### src/rtl/ex_stage_pkg.sv
// ex_stage_pkg: shared widths, select/op encodings, FSM states and the
// pass-through field bundle for the execute stage.
package ex_stage_pkg;
    localparam int XLEN = 32;
    localparam int SHW  = $clog2(XLEN);
    typedef logic [XLEN-1:0] word_t;
    localparam logic [1:0] ALU_SEL_ALU    = 2'b01;
    localparam logic [1:0] ALU_SEL_MULDIV = 2'b10;
    typedef enum logic [3:0] {
        ALU_ADD, ALU_SUB, ALU_AND, ALU_OR, ALU_XOR, ALU_SLL,
        ALU_SRL, ALU_SRA, ALU_SLT, ALU_SLTU, ALU_PASS2
    } alu_op_e;
    typedef enum logic [2:0] {
        MD_MUL, MD_MULH, MD_MULHSU, MD_MULHU, MD_DIV, MD_DIVU, MD_REM, MD_REMU
    } md_op_e;
    typedef enum logic [1:0] {MD_IDLE, MD_BUSY, MD_DONE} md_state_e;
    typedef struct packed {
        logic       reg_wen;
        logic [4:0] reg_waddr;
        logic [1:0] wb_sel;
        word_t      pc;
        word_t      pc4;
        logic       mem_wen;
        word_t      mem_wdata;
    } fields_t;
endpackage

### src/rtl/ex_stage_if.sv
// ex_stage_if: ID/EX operand/control bundle in, EX/MEM result bundle out.
interface ex_stage_if;
    import ex_stage_pkg::*;
    logic       inst_valid_i;
    word_t      op1_i;
    word_t      op2_i;
    logic [1:0] alu_sel_i;
    logic [3:0] alu_op_i;
    logic       reg_wen_i;
    logic [4:0] reg_waddr_i;
    logic [1:0] wb_sel_i;
    word_t      pc_i;
    word_t      pc4_i;
    logic       mem_wen_i;
    word_t      mem_wdata_i;
    word_t      alu_result_o;
    logic       inst_valid_o;
    logic       reg_wen_o;
    logic [4:0] reg_waddr_o;
    logic [1:0] wb_sel_o;
    word_t      pc_o;
    word_t      pc4_o;
    logic       mem_wen_o;
    word_t      mem_wdata_o;
    modport slave (
        input  inst_valid_i, op1_i, op2_i, alu_sel_i, alu_op_i, reg_wen_i, reg_waddr_i,
               wb_sel_i, pc_i, pc4_i, mem_wen_i, mem_wdata_i,
        output alu_result_o, inst_valid_o, reg_wen_o, reg_waddr_o, wb_sel_o,
               pc_o, pc4_o, mem_wen_o, mem_wdata_o
    );
    modport master (
        output inst_valid_i, op1_i, op2_i, alu_sel_i, alu_op_i, reg_wen_i, reg_waddr_i,
               wb_sel_i, pc_i, pc4_i, mem_wen_i, mem_wdata_i,
        input  alu_result_o, inst_valid_o, reg_wen_o, reg_waddr_o, wb_sel_o,
               pc_o, pc4_o, mem_wen_o, mem_wdata_o
    );
endinterface

### src/rtl/ex_muldiv.sv
// ex_muldiv: iterative multiply/divide, one shift-add or restoring-divide step
// per cycle on operand magnitudes, sign applied to the final result.
module ex_muldiv
    import ex_stage_pkg::*;
(
    input  logic       clk,
    input  logic       rst_n,
    input  logic       flush_i,
    input  logic       start_i,
    input  logic [2:0] op_i,
    input  word_t      a_i,
    input  word_t      b_i,
    output logic       busy_o,
    output logic       done_o,
    output word_t      result_o
);
    md_state_e         state_q, state_d;
    logic [SHW-1:0]    cnt_q, cnt_d;
    logic [2:0]        op_q, op_d;
    word_t             hi_q, hi_d, lo_q, lo_d, b_q, b_d;
    logic              neg_q, neg_d, rneg_q, rneg_d;
    logic              a_neg, b_neg;
    logic [XLEN:0]     trial, msum;
    logic [2*XLEN-1:0] prod;
    word_t             quo, rem;

    assign a_neg = a_i[XLEN-1] & (op_i == MD_MULH || op_i == MD_MULHSU || op_i == MD_DIV || op_i == MD_REM);
    assign b_neg = b_i[XLEN-1] & (op_i == MD_MULH || op_i == MD_DIV || op_i == MD_REM);
    assign trial = {hi_q, lo_q[XLEN-1]} - {1'b0, b_q};
    assign msum  = {1'b0, hi_q} + (lo_q[0] ? {1'b0, b_q} : '0);

    always_comb begin
        state_d = state_q;
        cnt_d   = cnt_q;
        op_d    = op_q;
        hi_d    = hi_q;
        lo_d    = lo_q;
        b_d     = b_q;
        neg_d   = neg_q;
        rneg_d  = rneg_q;
        case (state_q)
            MD_IDLE: if (start_i && !flush_i) begin
                state_d = MD_BUSY;
                cnt_d   = '0;
                op_d    = op_i;
                hi_d    = '0;
                lo_d    = a_neg ? -a_i : a_i;
                b_d     = b_neg ? -b_i : b_i;
                // a zero divisor keeps the all-ones quotient unsigned
                neg_d   = (a_neg ^ b_neg) & (!op_i[2] | (|b_i));
                rneg_d  = a_neg;
            end
            MD_BUSY: if (flush_i) state_d = MD_IDLE;
            else begin
                cnt_d   = cnt_q + 1'b1;
                state_d = (cnt_q == SHW'(XLEN - 1)) ? MD_DONE : MD_BUSY;
                if (op_q[2]) begin
                    hi_d = trial[XLEN] ? {hi_q[XLEN-2:0], lo_q[XLEN-1]} : trial[XLEN-1:0];
                    lo_d = {lo_q[XLEN-2:0], !trial[XLEN]};
                end else
                    {hi_d, lo_d} = {msum, lo_q[XLEN-1:1]};
            end
            default: state_d = MD_IDLE;
        endcase
    end

    always_ff @(posedge clk or negedge rst_n)
        if (!rst_n) begin
            state_q <= MD_IDLE;
            cnt_q   <= '0;
            op_q    <= '0;
            hi_q    <= '0;
            lo_q    <= '0;
            b_q     <= '0;
            neg_q   <= 1'b0;
            rneg_q  <= 1'b0;
        end else begin
            state_q <= state_d;
            cnt_q   <= cnt_d;
            op_q    <= op_d;
            hi_q    <= hi_d;
            lo_q    <= lo_d;
            b_q     <= b_d;
            neg_q   <= neg_d;
            rneg_q  <= rneg_d;
        end

    assign prod     = neg_q ? -{hi_q, lo_q} : {hi_q, lo_q};
    assign quo      = neg_q ? -lo_q : lo_q;
    assign rem      = rneg_q ? -hi_q : hi_q;
    assign result_o = op_q[2] ? (op_q[1] ? rem : quo) : (op_q[1:0] == 2'd0 ? prod[XLEN-1:0] : prod[2*XLEN-1:XLEN]);
    assign busy_o   = state_q == MD_BUSY;
    assign done_o   = state_q == MD_DONE;
endmodule

### src/rtl/ex_stage.sv
// ex_stage: single-cycle ALU plus iterative mul/div with pipeline pause.
// Define FAST_MUL_EN to make MUL* single-cycle combinational.
module ex_stage
    import ex_stage_pkg::*;
(
    input  logic        clk,
    input  logic        rst_n,
    input  logic        flush_i,
    ex_stage_if.slave   bus,
    output logic        pause_req_o
);
    fields_t        fld_in, fld_q, fld_d, fld_out;
    logic           is_md, go_md, start, bubble, md_busy, md_done;
    word_t          alu_res, md_comb, md_res, comb_res;
    logic [SHW-1:0] sh;

    assign fld_in = {bus.reg_wen_i, bus.reg_waddr_i, bus.wb_sel_i, bus.pc_i, bus.pc4_i, bus.mem_wen_i, bus.mem_wdata_i};
    assign sh     = bus.op2_i[SHW-1:0];
    assign is_md  = bus.alu_sel_i == ALU_SEL_MULDIV && !bus.alu_op_i[3];

    always_comb begin
        alu_res = '0;
        case (bus.alu_op_i)
            ALU_ADD:   alu_res = bus.op1_i + bus.op2_i;
            ALU_SUB:   alu_res = bus.op1_i - bus.op2_i;
            ALU_AND:   alu_res = bus.op1_i & bus.op2_i;
            ALU_OR:    alu_res = bus.op1_i | bus.op2_i;
            ALU_XOR:   alu_res = bus.op1_i ^ bus.op2_i;
            ALU_SLL:   alu_res = bus.op1_i << sh;
            ALU_SRL:   alu_res = bus.op1_i >> sh;
            ALU_SRA:   alu_res = word_t'($signed(bus.op1_i) >>> sh);
            ALU_SLT:   alu_res = word_t'($signed(bus.op1_i) < $signed(bus.op2_i));
            ALU_SLTU:  alu_res = word_t'(bus.op1_i < bus.op2_i);
            ALU_PASS2: alu_res = bus.op2_i;
            default:   alu_res = '0;
        endcase
    end

`ifdef FAST_MUL_EN
    logic              fa_s, fb_s;
    logic [2*XLEN-1:0] fprod;
    assign fa_s    = bus.op1_i[XLEN-1] & (bus.alu_op_i[1:0] == 2'd1 || bus.alu_op_i[1:0] == 2'd2);
    assign fb_s    = bus.op2_i[XLEN-1] & (bus.alu_op_i[1:0] == 2'd1);
    assign fprod   = {{XLEN{fa_s}}, bus.op1_i} * {{XLEN{fb_s}}, bus.op2_i};
    assign md_comb = (!is_md || bus.alu_op_i[2]) ? '0 :
                     bus.alu_op_i[1:0] == 2'd0 ? fprod[XLEN-1:0] : fprod[2*XLEN-1:XLEN];
    assign go_md   = is_md & bus.alu_op_i[2];
`else
    assign md_comb = '0;
    assign go_md   = is_md;
`endif

    // only an idle unit may accept; DONE still sees the stalled instruction
    assign start    = rst_n & bus.inst_valid_i & go_md & !flush_i & !md_busy & !md_done;
    assign comb_res = bus.alu_sel_i == ALU_SEL_ALU ? alu_res : md_comb;

    ex_muldiv u_muldiv (
        .clk      (clk),
        .rst_n    (rst_n),
        .flush_i  (flush_i),
        .start_i  (start),
        .op_i     (bus.alu_op_i[2:0]),
        .a_i      (bus.op1_i),
        .b_i      (bus.op2_i),
        .busy_o   (md_busy),
        .done_o   (md_done),
        .result_o (md_res)
    );

    assign fld_d = start ? fld_in : fld_q;

    always_ff @(posedge clk or negedge rst_n)
        if (!rst_n) fld_q <= '0;
        else fld_q <= fld_d;

    assign pause_req_o      = start | (md_busy & !flush_i);
    assign bubble           = flush_i | !rst_n | start | md_busy;
    assign fld_out          = bubble ? '0 : md_done ? fld_q : fld_in;
    assign bus.inst_valid_o = !bubble & (md_done | bus.inst_valid_i);
    assign bus.alu_result_o = bubble ? '0 : md_done ? md_res : comb_res;
    assign bus.reg_wen_o    = fld_out.reg_wen;
    assign bus.reg_waddr_o  = fld_out.reg_waddr;
    assign bus.wb_sel_o     = fld_out.wb_sel;
    assign bus.pc_o         = fld_out.pc;
    assign bus.pc4_o        = fld_out.pc4;
    assign bus.mem_wen_o    = fld_out.mem_wen;
    assign bus.mem_wdata_o  = fld_out.mem_wdata;
endmodule

### src/flat_wrapper.sv
// flat-port wrapper written by rule: the top's interface ports become plain ports
module ex_stage_flat import ex_stage_pkg::*;
  (clk, rst_n, flush_i, pause_req_o, bus_inst_valid_i, bus_op1_i, bus_op2_i, bus_alu_sel_i, bus_alu_op_i, bus_reg_wen_i, bus_reg_waddr_i, bus_wb_sel_i, bus_pc_i, bus_pc4_i, bus_mem_wen_i, bus_mem_wdata_i, bus_alu_result_o, bus_inst_valid_o, bus_reg_wen_o, bus_reg_waddr_o, bus_wb_sel_o, bus_pc_o, bus_pc4_o, bus_mem_wen_o, bus_mem_wdata_o);
  ex_stage_if bus_i ();
  input  logic clk;
  input  logic rst_n;
  input  logic flush_i;
  output logic pause_req_o;
  input wire logic [$bits(bus_i.inst_valid_i)-1:0] bus_inst_valid_i;
  input wire logic [$bits(bus_i.op1_i)-1:0] bus_op1_i;
  input wire logic [$bits(bus_i.op2_i)-1:0] bus_op2_i;
  input wire logic [$bits(bus_i.alu_sel_i)-1:0] bus_alu_sel_i;
  input wire logic [$bits(bus_i.alu_op_i)-1:0] bus_alu_op_i;
  input wire logic [$bits(bus_i.reg_wen_i)-1:0] bus_reg_wen_i;
  input wire logic [$bits(bus_i.reg_waddr_i)-1:0] bus_reg_waddr_i;
  input wire logic [$bits(bus_i.wb_sel_i)-1:0] bus_wb_sel_i;
  input wire logic [$bits(bus_i.pc_i)-1:0] bus_pc_i;
  input wire logic [$bits(bus_i.pc4_i)-1:0] bus_pc4_i;
  input wire logic [$bits(bus_i.mem_wen_i)-1:0] bus_mem_wen_i;
  input wire logic [$bits(bus_i.mem_wdata_i)-1:0] bus_mem_wdata_i;
  output wire logic [$bits(bus_i.alu_result_o)-1:0] bus_alu_result_o;
  output wire logic [$bits(bus_i.inst_valid_o)-1:0] bus_inst_valid_o;
  output wire logic [$bits(bus_i.reg_wen_o)-1:0] bus_reg_wen_o;
  output wire logic [$bits(bus_i.reg_waddr_o)-1:0] bus_reg_waddr_o;
  output wire logic [$bits(bus_i.wb_sel_o)-1:0] bus_wb_sel_o;
  output wire logic [$bits(bus_i.pc_o)-1:0] bus_pc_o;
  output wire logic [$bits(bus_i.pc4_o)-1:0] bus_pc4_o;
  output wire logic [$bits(bus_i.mem_wen_o)-1:0] bus_mem_wen_o;
  output wire logic [$bits(bus_i.mem_wdata_o)-1:0] bus_mem_wdata_o;
  assign bus_i.inst_valid_i = bus_inst_valid_i;
  assign bus_i.op1_i = bus_op1_i;
  assign bus_i.op2_i = bus_op2_i;
  assign bus_i.alu_sel_i = bus_alu_sel_i;
  assign bus_i.alu_op_i = bus_alu_op_i;
  assign bus_i.reg_wen_i = bus_reg_wen_i;
  assign bus_i.reg_waddr_i = bus_reg_waddr_i;
  assign bus_i.wb_sel_i = bus_wb_sel_i;
  assign bus_i.pc_i = bus_pc_i;
  assign bus_i.pc4_i = bus_pc4_i;
  assign bus_i.mem_wen_i = bus_mem_wen_i;
  assign bus_i.mem_wdata_i = bus_mem_wdata_i;
  assign bus_alu_result_o = bus_i.alu_result_o;
  assign bus_inst_valid_o = bus_i.inst_valid_o;
  assign bus_reg_wen_o = bus_i.reg_wen_o;
  assign bus_reg_waddr_o = bus_i.reg_waddr_o;
  assign bus_wb_sel_o = bus_i.wb_sel_o;
  assign bus_pc_o = bus_i.pc_o;
  assign bus_pc4_o = bus_i.pc4_o;
  assign bus_mem_wen_o = bus_i.mem_wen_o;
  assign bus_mem_wdata_o = bus_i.mem_wdata_o;
  ex_stage u_core (.clk(clk), .rst_n(rst_n), .flush_i(flush_i), .bus(bus_i), .pause_req_o(pause_req_o));
endmodule
### config.mk
export PLATFORM = sky130hd
export DESIGN_NAME = ex_stage_flat
export DESIGN_NICKNAME = d
export VERILOG_FILES = /design/src/rtl/ex_stage_pkg.sv /design/src/rtl/ex_stage_if.sv /design/src/rtl/ex_muldiv.sv /design/src/rtl/ex_stage.sv /design/src/flat_wrapper.sv
export SDC_FILE = /design/constraint.sdc
export NUM_CORES = 2
export LEC_CHECK = 0
export BUFFER_PORTS_ARGS = -buffer_cell sky130_fd_sc_hd__buf_2
export CORE_ASPECT_RATIO = 0.8
export CORE_MARGIN = 2
export CORE_UTILIZATION = 66
export DETAILED_ROUTE_END_ITERATION = 12
export PLACE_DENSITY = 0.95
export RECOVER_POWER = 100
export SLEW_MARGIN = 10
export SYNTH_ARGS = -nofsm -noshare
export SYNTH_HDL_FRONTEND = slang
export SYNTH_SLANG_ARGS = --single-unit
### constraint.sdc
create_clock -name clk -period 11.33 [get_ports clk]
set_input_delay 2.8325 -clock clk [delete_from_list [all_inputs] [get_ports clk]]
set_output_delay 2.8325 -clock clk [all_outputs]
set_load 0.005 [all_outputs]
==> results_dict.tcl <==
set metrics [dict create \
    status "finished with violations" \
    violations "capacitance limit, slew limit" \
    synth.distinct_cells 90 \
    synthFlopType "dfrtp_1" \
    power.total_mw 4.52 \
    synth_edf_count 0 \
    syn-instance-count 3613 \
    rsz0062_at_grt "no" \
    setup_violations 0 \
    numCtsBuffers 24 \
    hold_end "u_core.u_muldiv.b_q[24]" \
    skew_ns 0.0339 \
    syn-num-nets 3970 \
    cts_tree "done" \
    hold_viol_final 0 \
    rrSetupSlack_ns 3.38 \
    cp.arrival_ns 7.69 \
    worst_slew_pin_slew_ns 4.47 \
    wire_per_inst_um 27.9 \
    fill_cells 3065 \
    cp-start-kind "input port" \
    pre_cts_slack_ns 1.50 \
    slowest_delay_ns 1.17 \
    postCtsSetupRepairBufs 0 \
    min_period_ns 10.53 \
    dp.cells 4246 \
    grt_overflow 0 \
    r2r-start "u_core.u_muldiv.state_q[0]" \
    r2r_end "u_core.u_muldiv.lo_q[31]" \
    clkLatencyLatePin_ns 0.56 \
    end_kind "primary output" \
    critPathMaxFanout 46 \
    min_period_over_period_pct 92.9 \
    critical_path_class "input port to primary output" \
    antenna_found_initial 10 \
    irDropWorstVdd_v 0.000172 \
    yosysMostFrequentCell "nand2_1" \
    nets 4093 \
    via_count 32124 \
    yosys-top-cells-count "531 x nand2_1, 376 x o21ai_0, 337 x a21oi_1" \
    ys_seq_area_share_pct 20.0 \
    p_leak_nw 12.6 \
    dr.pass1.iters 12 \
    fp-row-count 65 \
    drtIter0Drc 6396 \
    place_congestion 1.14 \
    holdWs_ns 0.483 \
    final_core_util_pct 72.9 \
    max-cap-violations 10 \
    cpMaxStageDelayCell "clkbuf_1" \
    synth_seq_cells 213 \
    hold_class "flop to flop" \
    drive_gt1_share_pct 12.4 \
    cts.clk_slew.worst_paths_ns 0.06 \
    critPathRequiredTime_ns 8.50 \
    synth_top_area_cell "dfrtp_1" \
    die_y_um 184 \
    grt_start_max_net_pins 81 \
    async_flop_share_pct 100 \
    cts_sinks 213 \
    startpoint "bus_op2_i[1]" \
    grt_pass1_vias 29609 \
    drc 0 \
    cts-htree-levels 1 \
    rr_worst_depth 10 \
    start_util_pct 67.2 \
    clk_path_buf_depth 3 \
    finalInstanceArea_um2 28900 \
    die_area_um2 42000 \
    grt_pass1_wl_um 178000 \
    drv_slew 523 \
    wl_um 120000 \
    gr-usage-all-layers_pct 54.5 \
    syn_area_per_cell_um2 7.37 \
    timing.fmax_mhz 95.0 \
    die_w_um 229 \
    crit_chain "buf_4 > clkbuf_1 > buf_4 > mux4_2 > nor2_1 > nor2_1 > mux2i_1 > o22ai_1 > a221oi_1 > o21ai_0 > a2111oi_0 > clkbuf_1 > o22ai_1 > buf_2" \
    core_area_um2 39600 \
    fin_ws_ns 0.804 \
    ant_nets 0 \
    syn_area_um2 26600 \
    tns_ns 0 \
    yosysWarnings 0 \
    area.growth.synth_to_final_pct 8.38 \
    dp_hpwl_um 85000 \
    hp-start "u_core.u_muldiv.b_q[24]" \
    holdBufCountCts 0 \
    relSlewSlack_pct -198 \
    cts_resized 0 \
    fin_cells 4296 \
    io_pins 318 \
    detail_route.vias_per_cell 7.48 \
    clockRootBuffer "clkbuf_16" \
    yosys-top-cells-area "dfrtp_1 20%, ha_1 8.2%, nand2_1 7.5%" \
    dpl_cell_area_um2 28300 \
    io_buffers 317 \
    p_per_area_nw_per_um2 157 \
    min_delay_path_depth 2 \
    yosysTopAreaCellShare_pct 20.0 \
]
routing by layer:
layer	vias to the layer above	GRT usage [%]	wire length [um]
met2	3257	80.1	48500
met3	883	21.6	19800
met5	-	0	35
met4	6	35.7	10600
met1	14652	66.3	41100
li1	13326	-	-
cells by family (layout without fill, tap and decap cells):
family,Yosys count,count (layout),synth area share (%)
buffers and inverters,431,571,6.31
multiplexers,249,249,11.8
XOR/XNOR,207,207,6.81
AND/OR/NAND/NOR,1138,1138,18.7
flip-flops,213,213,20.0
AO/OA/AOI/OAI,1197,1197,27.9
adder cells (fa/ha/maj),178,178,8.48
other,0,7,0
cells in the final DEF, fill, tap and decap left out, drive strengths merged, types with 15 or more instances in the layout:
cell / count
o221ai: 15
o21ai: 378
nand3: 58
a21o: 38
mux4: 40
nor2: 294
xnor2: 146
a31oi: 35
nor4: 19
ha: 174
dfrtp: 213
a221oi: 36
nand2b: 35
nor3: 74
mux2: 119
mux2i: 90
a22oi: 38
a211oi: 38
a221o: 15
inv: 155
or2: 15
xor2: 61
buf: 234
o21bai: 19
clkbuf: 168
o22ai: 31
o31ai: 46
nand2: 531
nor2b: 23
a21oi: 337
o41ai: 18
or3: 16
o211ai: 32
nand4: 25
power by group:
part           switching [mW]  internal, mW  total, mW
Combinational            1.58         0.927       2.51
Sequential              0.276         0.933       1.21
Clock                   0.355         0.446      0.801
Total                    2.21          2.31       4.52
registers in the layout (all words and copies together), names as in the netlist:
name	flops
u_core.u_muldiv.state_q	2
u_core.u_muldiv.rneg_q	1
u_core.u_muldiv.op_q	3
u_core.u_muldiv.neg_q	1
u_core.fld_q	105
u_core.u_muldiv.cnt_q	5
u_core.u_muldiv.lo_q	32
u_core.u_muldiv.b_q	32
u_core.u_muldiv.hi_q	32
how the worst max path moves through the flow:
stage                           end  slack (ns)
2_1_floorplan  bus_alu_result_o[26]        2.03
3_3_place_gp   bus_alu_result_o[27]        1.61
3_5_place_dp   bus_alu_result_o[27]        1.50
4_1_cts        bus_alu_result_o[27]        1.49
5_1_grt        bus_alu_result_o[20]        0.56
6_report       bus_alu_result_o[20]        0.80
layout make-up:
| cell class | count | area [um2] | share of cell area (%) |
|---|---|---|---|
| clock buffer | 30 | 633 | 2.19 |
| antenna | 7 | 17.5 | 0.0607 |
| multi-input combinational | 2969 | 19700 | 68.1 |
| sequential | 213 | 5330 | 18.5 |
| tap | 536 | 671 | 2.32 |
| inverter | 156 | 586 | 2.03 |
| clock inverter | 13 | 143 | 0.494 |
| timing repair buffer | 372 | 1810 | 6.29 |
critical path, delay by kind of cell:
kind / cells / cell delay, ns
mux: 2 / 0.55
simple gates: 2 / 0.20
buf+inv: 5 / 2.62
compound gates: 5 / 1.48
Power figures use the tool's default switching activity.
